File: src/rtl/divider_4bit_seq_if.sv
// Handshake and operand/result bundle for divider_4bit_seq.
// The master side drives start and the operands. The slave side returns the results and status.
interface divider_4bit_seq_if;
  logic       start;
  logic [3:0] dividend;
  logic [3:0] divisor;
  logic [3:0] quotient;
  logic [3:0] remainder;
  logic       busy;
  logic       done;
  logic       div_by_zero;

  modport master (
    output start, dividend, divisor,
    input  quotient, remainder, busy, done, div_by_zero
  );

  modport slave (
    input  start, dividend, divisor,
    output quotient, remainder, busy, done, div_by_zero
  );
endinterface

File: src/rtl/divider_4bit_seq.sv
// Sequential 4-bit unsigned restoring divider that produces one quotient bit per clock.
// Optional macro DIVIDER_4BIT_SEQ_FAST_EXIT_EN finishes early when divisor > dividend.
//
// state  | meaning
// IDLE   | waiting for an accepted start
// RUN    | four shift/trial-subtract steps, step counts 3 down to 0
// DONE   | done pulse is high, then the FSM returns to IDLE
module divider_4bit_seq (
  input  logic                  clk,
  input  logic                  rst,
  divider_4bit_seq_if.slave     bus
);

  typedef enum logic [1:0] {S_IDLE, S_RUN, S_DONE} state_t;

  state_t     state;
  logic [4:0] a_reg;
  logic [3:0] q_reg;
  logic [3:0] m_reg;
  logic [1:0] step;

  logic [5:0] shifted;
  logic [5:0] trial;
  logic       borrow;
  logic [4:0] a_next;
  logic [3:0] q_next;
  logic       fast_exit;

  // A stays below M, so the top bit of shifted is always 0. It is carried through so that the borrow is exact.
  always_comb begin
    shifted = {a_reg, q_reg[3]};
    trial   = shifted - {2'b00, m_reg};
    borrow  = trial[5];
    a_next  = borrow ? shifted[4:0] : trial[4:0];
    q_next  = {q_reg[2:0], ~borrow};
  end

`ifdef DIVIDER_4BIT_SEQ_FAST_EXIT_EN
  assign fast_exit = (bus.divisor > bus.dividend);
`else
  assign fast_exit = 1'b0;
`endif

  always_ff @(posedge clk or posedge rst) begin
    if (rst) begin
      state           <= S_IDLE;
      a_reg           <= '0;
      q_reg           <= '0;
      m_reg           <= '0;
      step            <= '0;
      bus.quotient    <= '0;
      bus.remainder   <= '0;
      bus.busy        <= 1'b0;
      bus.done        <= 1'b0;
      bus.div_by_zero <= 1'b0;
    end else begin
      case (state)
        S_IDLE: begin
          bus.done <= 1'b0;
          if (bus.start) begin
            if (bus.divisor == 4'd0) begin
              bus.quotient    <= 4'hF;
              bus.remainder   <= bus.dividend;
              bus.div_by_zero <= 1'b1;
              bus.done        <= 1'b1;
              bus.busy        <= 1'b0;
              state           <= S_DONE;
            end else if (fast_exit) begin
              bus.quotient    <= 4'd0;
              bus.remainder   <= bus.dividend;
              bus.div_by_zero <= 1'b0;
              bus.done        <= 1'b1;
              bus.busy        <= 1'b0;
              state           <= S_DONE;
            end else begin
              m_reg           <= bus.divisor;
              q_reg           <= bus.dividend;
              a_reg           <= '0;
              step            <= 2'd3;
              bus.busy        <= 1'b1;
              bus.div_by_zero <= 1'b0;
              state           <= S_RUN;
            end
          end
        end
        S_RUN: begin
          a_reg <= a_next;
          q_reg <= q_next;
          step  <= step - 2'd1;
          if (step == 2'd0) begin
            bus.quotient  <= q_next;
            bus.remainder <= a_next[3:0];
            bus.busy      <= 1'b0;
            bus.done      <= 1'b1;
            state         <= S_DONE;
          end
        end
        S_DONE: begin
          bus.done <= 1'b0;
          state    <= S_IDLE;
        end
        default: state <= S_IDLE;
      endcase
    end
  end

endmodule

File: src/flat_wrapper.sv
// flat-port wrapper written by rule: the top's interface ports become plain ports
module divider_4bit_seq_flat 
  (clk, rst, bus_start, bus_dividend, bus_divisor, bus_quotient, bus_remainder, bus_busy, bus_done, bus_div_by_zero);
  divider_4bit_seq_if bus_i ();
  input  logic clk;
  input  logic rst;
  input wire logic [$bits(bus_i.start)-1:0] bus_start;
  input wire logic [$bits(bus_i.dividend)-1:0] bus_dividend;
  input wire logic [$bits(bus_i.divisor)-1:0] bus_divisor;
  output wire logic [$bits(bus_i.quotient)-1:0] bus_quotient;
  output wire logic [$bits(bus_i.remainder)-1:0] bus_remainder;
  output wire logic [$bits(bus_i.busy)-1:0] bus_busy;
  output wire logic [$bits(bus_i.done)-1:0] bus_done;
  output wire logic [$bits(bus_i.div_by_zero)-1:0] bus_div_by_zero;
  assign bus_i.start = bus_start;
  assign bus_i.dividend = bus_dividend;
  assign bus_i.divisor = bus_divisor;
  assign bus_quotient = bus_i.quotient;
  assign bus_remainder = bus_i.remainder;
  assign bus_busy = bus_i.busy;
  assign bus_done = bus_i.done;
  assign bus_div_by_zero = bus_i.div_by_zero;
  divider_4bit_seq u_core (.clk(clk), .rst(rst), .bus(bus_i));
endmodule
File: config.mk
export PLATFORM = sky130hd
export DESIGN_NAME = divider_4bit_seq_flat
export DESIGN_NICKNAME = d
export VERILOG_FILES = /design/src/rtl/divider_4bit_seq_if.sv /design/src/rtl/divider_4bit_seq.sv /design/src/flat_wrapper.sv
export SDC_FILE = /design/constraint.sdc
export NUM_CORES = 1
export LEC_CHECK = 0
export CAP_MARGIN = 15
export CORE_ASPECT_RATIO = 1.4
export CORE_MARGIN = 1
export CORE_UTILIZATION = 55
export CTS_CLUSTER_DIAMETER = 50
export DETAILED_ROUTE_END_ITERATION = 10
export PLACE_DENSITY = 0.9
export SLEW_MARGIN = 20
export SYNTH_ARGS = -nofsm -noshare
export SYNTH_HDL_FRONTEND = slang
export SYNTH_SLANG_ARGS = --single-unit
File: constraint.sdc
create_clock -name clk -period 3.4 [get_ports clk]
set_input_delay 0.85 -clock clk [delete_from_list [all_inputs] [get_ports clk]]
set_output_delay 0.85 -clock clk [all_outputs]
set_load 0.005 [all_outputs]
After elaboration in Yosys (flattened, before gate mapping)
Cells that the tools add are included.

word-level totals
  flip-flop bits (word level) = 28
  input bits = 11
  output and inout bits = 11
  word-level logic and storage cells = 62

cells by class
  add/subtract/negate cells = 2
  equal/unequal tests = 6
  mux-type cells = 30
  bitwise gates (word level) = 2
  reductions and logical operators = 12

operator list
  cell                                                   count
  2-to-1 mux 4 bit                                       8
  case mux 4 bit (2 select lines)                        3
  2-to-1 mux 5 bit                                       3
  2-to-1 mux 2 bit                                       5
  case mux 5 bit (2 select lines)                        1
  AND reduction 3 bit                                    3
  case mux 2 bit (2 select lines)                        2
  2-to-1 mux 1 bit                                       6
  AND reduction 2 bit                                    3
  subtractor 6 x 4 -> 6 bit                              1
  logical NOT 2 bit                                      2
  logical NOT 4 bit                                      1
  inequality test 2 x 1 -> 1 bit, second input constant  2
  inequality test 2 bit, second input constant           2
  AND reduction 4 bit                                    1
  case mux 1 bit (3 select lines)                        1
  nonzero test 3 bit                                     1
  equality test 2 x 1 -> 1 bit, second input constant    1
  equality test 2 bit, second input constant             1
  NOT 1 bit                                              2
  case mux 1 bit (2 select lines)                        1
  nonzero test 2 bit                                     1
  subtractor 2 x 1 -> 2 bit, second input constant       1

Longest topological paths before layout
  word-level depth = 4
  mapped depth = 9
  gate-level depth less buffers = 9

Worst setup path after synthesis
No wires, ideal clock.

  kind = input to register
  from = input port bus_divisor[3]
  to = register u_core.bus.remainder[0]
  setup time = 0.130 ns
  data arrival time = 1.958 ns
  required time = 3.270 ns
  path slack = 1.312 ns
  stages = 5
  path buffers = 0
  cells stage by stage = or4_4 -> nor2_4 -> nand3_2 -> o21ai_0 -> a221oi_2

on the way
  longest elaborated chain between the ends = 3

RTL lines
  item                                      line                       source
  start, declared                           flat_wrapper.sv:9          input wire logic [$bits(bus_i.divisor)-1:0] bus_divisor;
  logical NOT 4 bit                         divider_4bit_seq.sv:61     if (bus.divisor == 4'd0) begin
  inequality test 2 x 1 -> 1 bit (no line)  -
  AND reduction 4 bit (no line)             -
  end signal, assigned                      divider_4bit_seq.sv:63     bus.remainder <= bus.dividend;
  end signal, assigned                      divider_4bit_seq.sv:70     bus.remainder <= bus.dividend;
  end signal, assigned                      divider_4bit_seq.sv:92     bus.remainder <= a_next[3:0];
  end, declared                             divider_4bit_seq_if.sv:20  output quotient, remainder, busy, done, div_by_zero

No other way between the ends.
A chain may end at the register's enable or synchronous reset.

Final worst setup path
  from = input port bus_start
  to = register u_core.step[0]

on the way
  longest elaborated chain between the ends = 2

RTL lines
  item                             line                    source
  start, declared                  flat_wrapper.sv:7       input wire logic [$bits(bus_i.start)-1:0] bus_start;
  inequality test 2 bit (no line)  -
  AND reduction 3 bit (no line)    -
  end signal, assigned             divider_4bit_seq.sv:89  step <= step - 2'd1;
  end, declared                    divider_4bit_seq.sv:20  logic [1:0] step;

No other way between the ends.

==> impl_metrics.csv <==
group,metric,value,unit
timing,finalCriticalPeriod,2.54,ns
global_route,grt_use_total,26.4,%
detailed_routing,drt-total-wl,3590,um
worst_setup_path,crit_chain,"clkdlybuf4s50_1 -> nand2_1 -> o22ai_2 -> nand2_1 -> mux2_2",
place,dpl.hpwl,2740,um
cts,cts_tree,"built",
global_route,grt_max_degree,29,
yosys,synthTopCellsByArea,"dfrtp_1 (43%), ha_1 (6.1%), inv_1 (4.3%)",
yosys,yosys.area_share.simple,11.8,%
cts,hold_buffers,0,
worst_setup_path,required,3.57,ns
detailed_routing,antenna_left,0,
floorplanning,core-area,0.00285,mm^2
yosys,ys_async_sr_fraction,100,%
timing,clock_skew,0.00289,ns
yosys,yosysUniqueCellTypes,45,
timing,timing.setup.tns,0,ns
timing,final.period_utilization,74.8,%
global_route,grt_pass1_wl,6090,um
worst_setup_path,critical_path_buf_inv_count,1,
place,port_buffers,21,
final_layout,drive_above_1_share,11.5,%
yosys,synth_compound_area_share,25.4,%
power,leakagePower,0.854,nW
yosys,synth_xor_area_share,1.07,%
worst_hold_path,hp-class,"flop to flop",
cts,path_clk_slew,0.09,ns
place,gp_congestion,0.900,
yosys,seq_area_frac_synth,42.7,%
detailed_routing,dr.pass1.iters,4,
detailed_routing,dr_total_vias,1368,
yosys,ys_warn_count,0,
timing,slew_headroom,54.3,%
place,placedCellCount,224,
yosys,synthMuxAreaShare,5.95,%
floorplanning,core.rowCount,23,
worst_setup_path,crit_path_frequent_cell,"nand2_1",
yosys,yosys.area.top_type,"dfrtp_1",
timing,rsz0062_at_grt,"no",
outcome,status,"finished, final reports clean",
global_route,antenna_found_initial,0,
yosys,ys_seq_elements,28,
cts,ctsResizeCount,0,
cts,cts_sinks,28,
worst_setup_path,worst_setup_path_end_kind,"flop",
worst_setup_path,critical_path.top_delay_family,"compound AO/OA/AOI/OAI gates",
final_layout,fin_area,0.00196,mm^2
yosys,yosysMostFrequentCell,"dfrtp_1",
yosys,synth_ff_type,"dfrtp_1",
detailed_routing,wl_met3,98,um
yosys,synth_top_family_by_area,"compound AO/OA/AOI/OAI gates",
final_layout,stdcell_count,228,
yosys,syn_inst,168,
worst_setup_path,cp_slowest_cell,"o22ai_2",
yosys,syn-cell-area,0.00164,mm^2
floorplanning,ioPinCount,22,
worst_setup_path,cpPeakStageDelay,0.56,ns
yosys,synth_adder_area_share,7.32,%
power,vdd_drop_max,0.624,mV
timing,setup_viol,0,
worst_setup_path,worstSetupPathType,"input port to flop",
yosys,synth_edf_count,0,
power,power-per-cell-area,1060,mW/mm^2
timing,fmax,0.393,GHz
detailed_routing,wl_met2,1940,um
timing,slew_violations,0,
cts,htreeDepth,1,
worst_setup_path,worst_setup_path_start_kind,"input port",
detailed_routing,wl_per_cell,15.7,um
final_layout,syn2layout_area_growth,19.7,%
worst_setup_path,arrival,2.72,ns
yosys,postSynthAreaPerCell,9.77,um^2
cts,post_cts_buffers,0,
yosys,yosys-top-cells-count,"dfrtp_1 (28), inv_1 (19), nor2_1 (15)",
floorplanning,chipWidth,48.2,um
detailed_routing,remaining_drc_errors,0,
floorplanning,die_y,66.6,um
detailed_routing,wl_met1,1440,um
final_layout,largest_reg_flops,5,
floorplanning,design.die.area,0.00321,mm^2
place,place_area,0.00189,mm^2
cts,cts_buffers,3,
yosys,syn-num-nets,188,
cts,clock-root-buffer,"clkbuf_8",
timing,tightest_slew,0.686,ns
timing,hold_violations,0,
worst_setup_path,cp_max_fo,18,
global_route,overflow,0,
detailed_routing,drtIter0Drc,44,
final_layout,fin_nets,212,
flow_run,cap_violations,0,
yosys,synth_top_area_share,42.7,%
detailed_routing,vias_per_cell,6.00,
cts,clock_path_buffers,2,
final_layout,n_antenna_cell,0,
floorplanning,floorplan.initialDensity,57.6,%
global_route,grt_pass1_vias,1427,
detailed_routing,highest_layer,"met4",
cts,clkLatencyLatePin,0.28,ns
-- per-layer routing --
| layer | up-vias | track usage [%] |
|---|---|---|
| met1 | 666 | 28.9 |
| met2 | 39 | 44.2 |
| li1 | 651 | - |
| met3 | 12 | 4.34 |
| met4 | 0 | 16.7 |
| met5 | - | 0 |
-- path summary, 6_finish.rpt --
kind / cells after the start / start / endpoint / slack, ns
setup / recovery: 5 / bus_start / u_core.step[0] / 0.86
hold / removal: 1 / u_core.bus.done / u_core.bus.done / 0.50
setup reg to reg: 6 / u_core.state[0] / u_core.step[0] / 0.89
hold reg to reg: 1 / u_core.bus.done / u_core.bus.done / 0.50
max in group asynchronous: 3 / rst / u_core.q_reg[1] / 2.22
min in group asynchronous: 3 / rst / u_core.bus.busy / 0.92
-- cells by family after synthesis --
| group | count (synthesis) |
|---|---|
| AO/OA/AOI/OAI | 58 |
| XOR/XNOR | 2 |
| adder cells (fa/ha/maj) | 9 |
| buffers and inverters | 24 |
| flip-flops | 28 |
| multiplexers | 9 |
| AND/OR/NAND/NOR | 38 |
-- per-stage QoR --
stage               worst slack (ns)  hold WS [ns]  power [W]  util [%]
floorplan                       1.31         0.473    0.00148         -
global placement               0.701         0.471    0.00173      66.4
detailed placement             0.602         0.480    0.00180      66.4
CTS                            0.887         0.502    0.00207      69.0
global route                   0.635         0.536    0.00226      69.0
finish                         0.857         0.500    0.00208      69.0
-- layout by cell type (no fill, tap or decap), drive strengths merged, types with 2 or more instances in the layout --
master	Yosys	layout
ha	8	8
nor2	16	16
xor2	2	2
mux2	3	3
clkdlybuf4s50	0	21
dfrtp	28	28
inv	20	20
a31oi	5	5
o211ai	2	2
o22ai	11	11
mux2i	6	6
nand3	2	2
nor2b	2	2
o311ai	2	2
buf	2	2
o21a	2	2
o2111ai	2	2
o21ai	17	17
nand2	10	10
clkbuf	2	3
a221oi	3	3
a21oi	9	9
-- power by group --
| part | switching [W] | internal [W] |
|---|---|---|
| Clock | 0.000106 | 0.000158 |
| Sequential | 0.000112 | 0.000478 |
| Combinational | 0.000662 | 0.000561 |
-- layout make-up --
type,count,area (um^2)
fill,184,885
tap,37,46.3
sequential,28,701
clock inverter,1,30.0
timing repair buffer,23,225
inverter,20,75.1
multi-input combinational,116,846
clock buffer,3,41.3
Power figures use the tool's default switching activity.
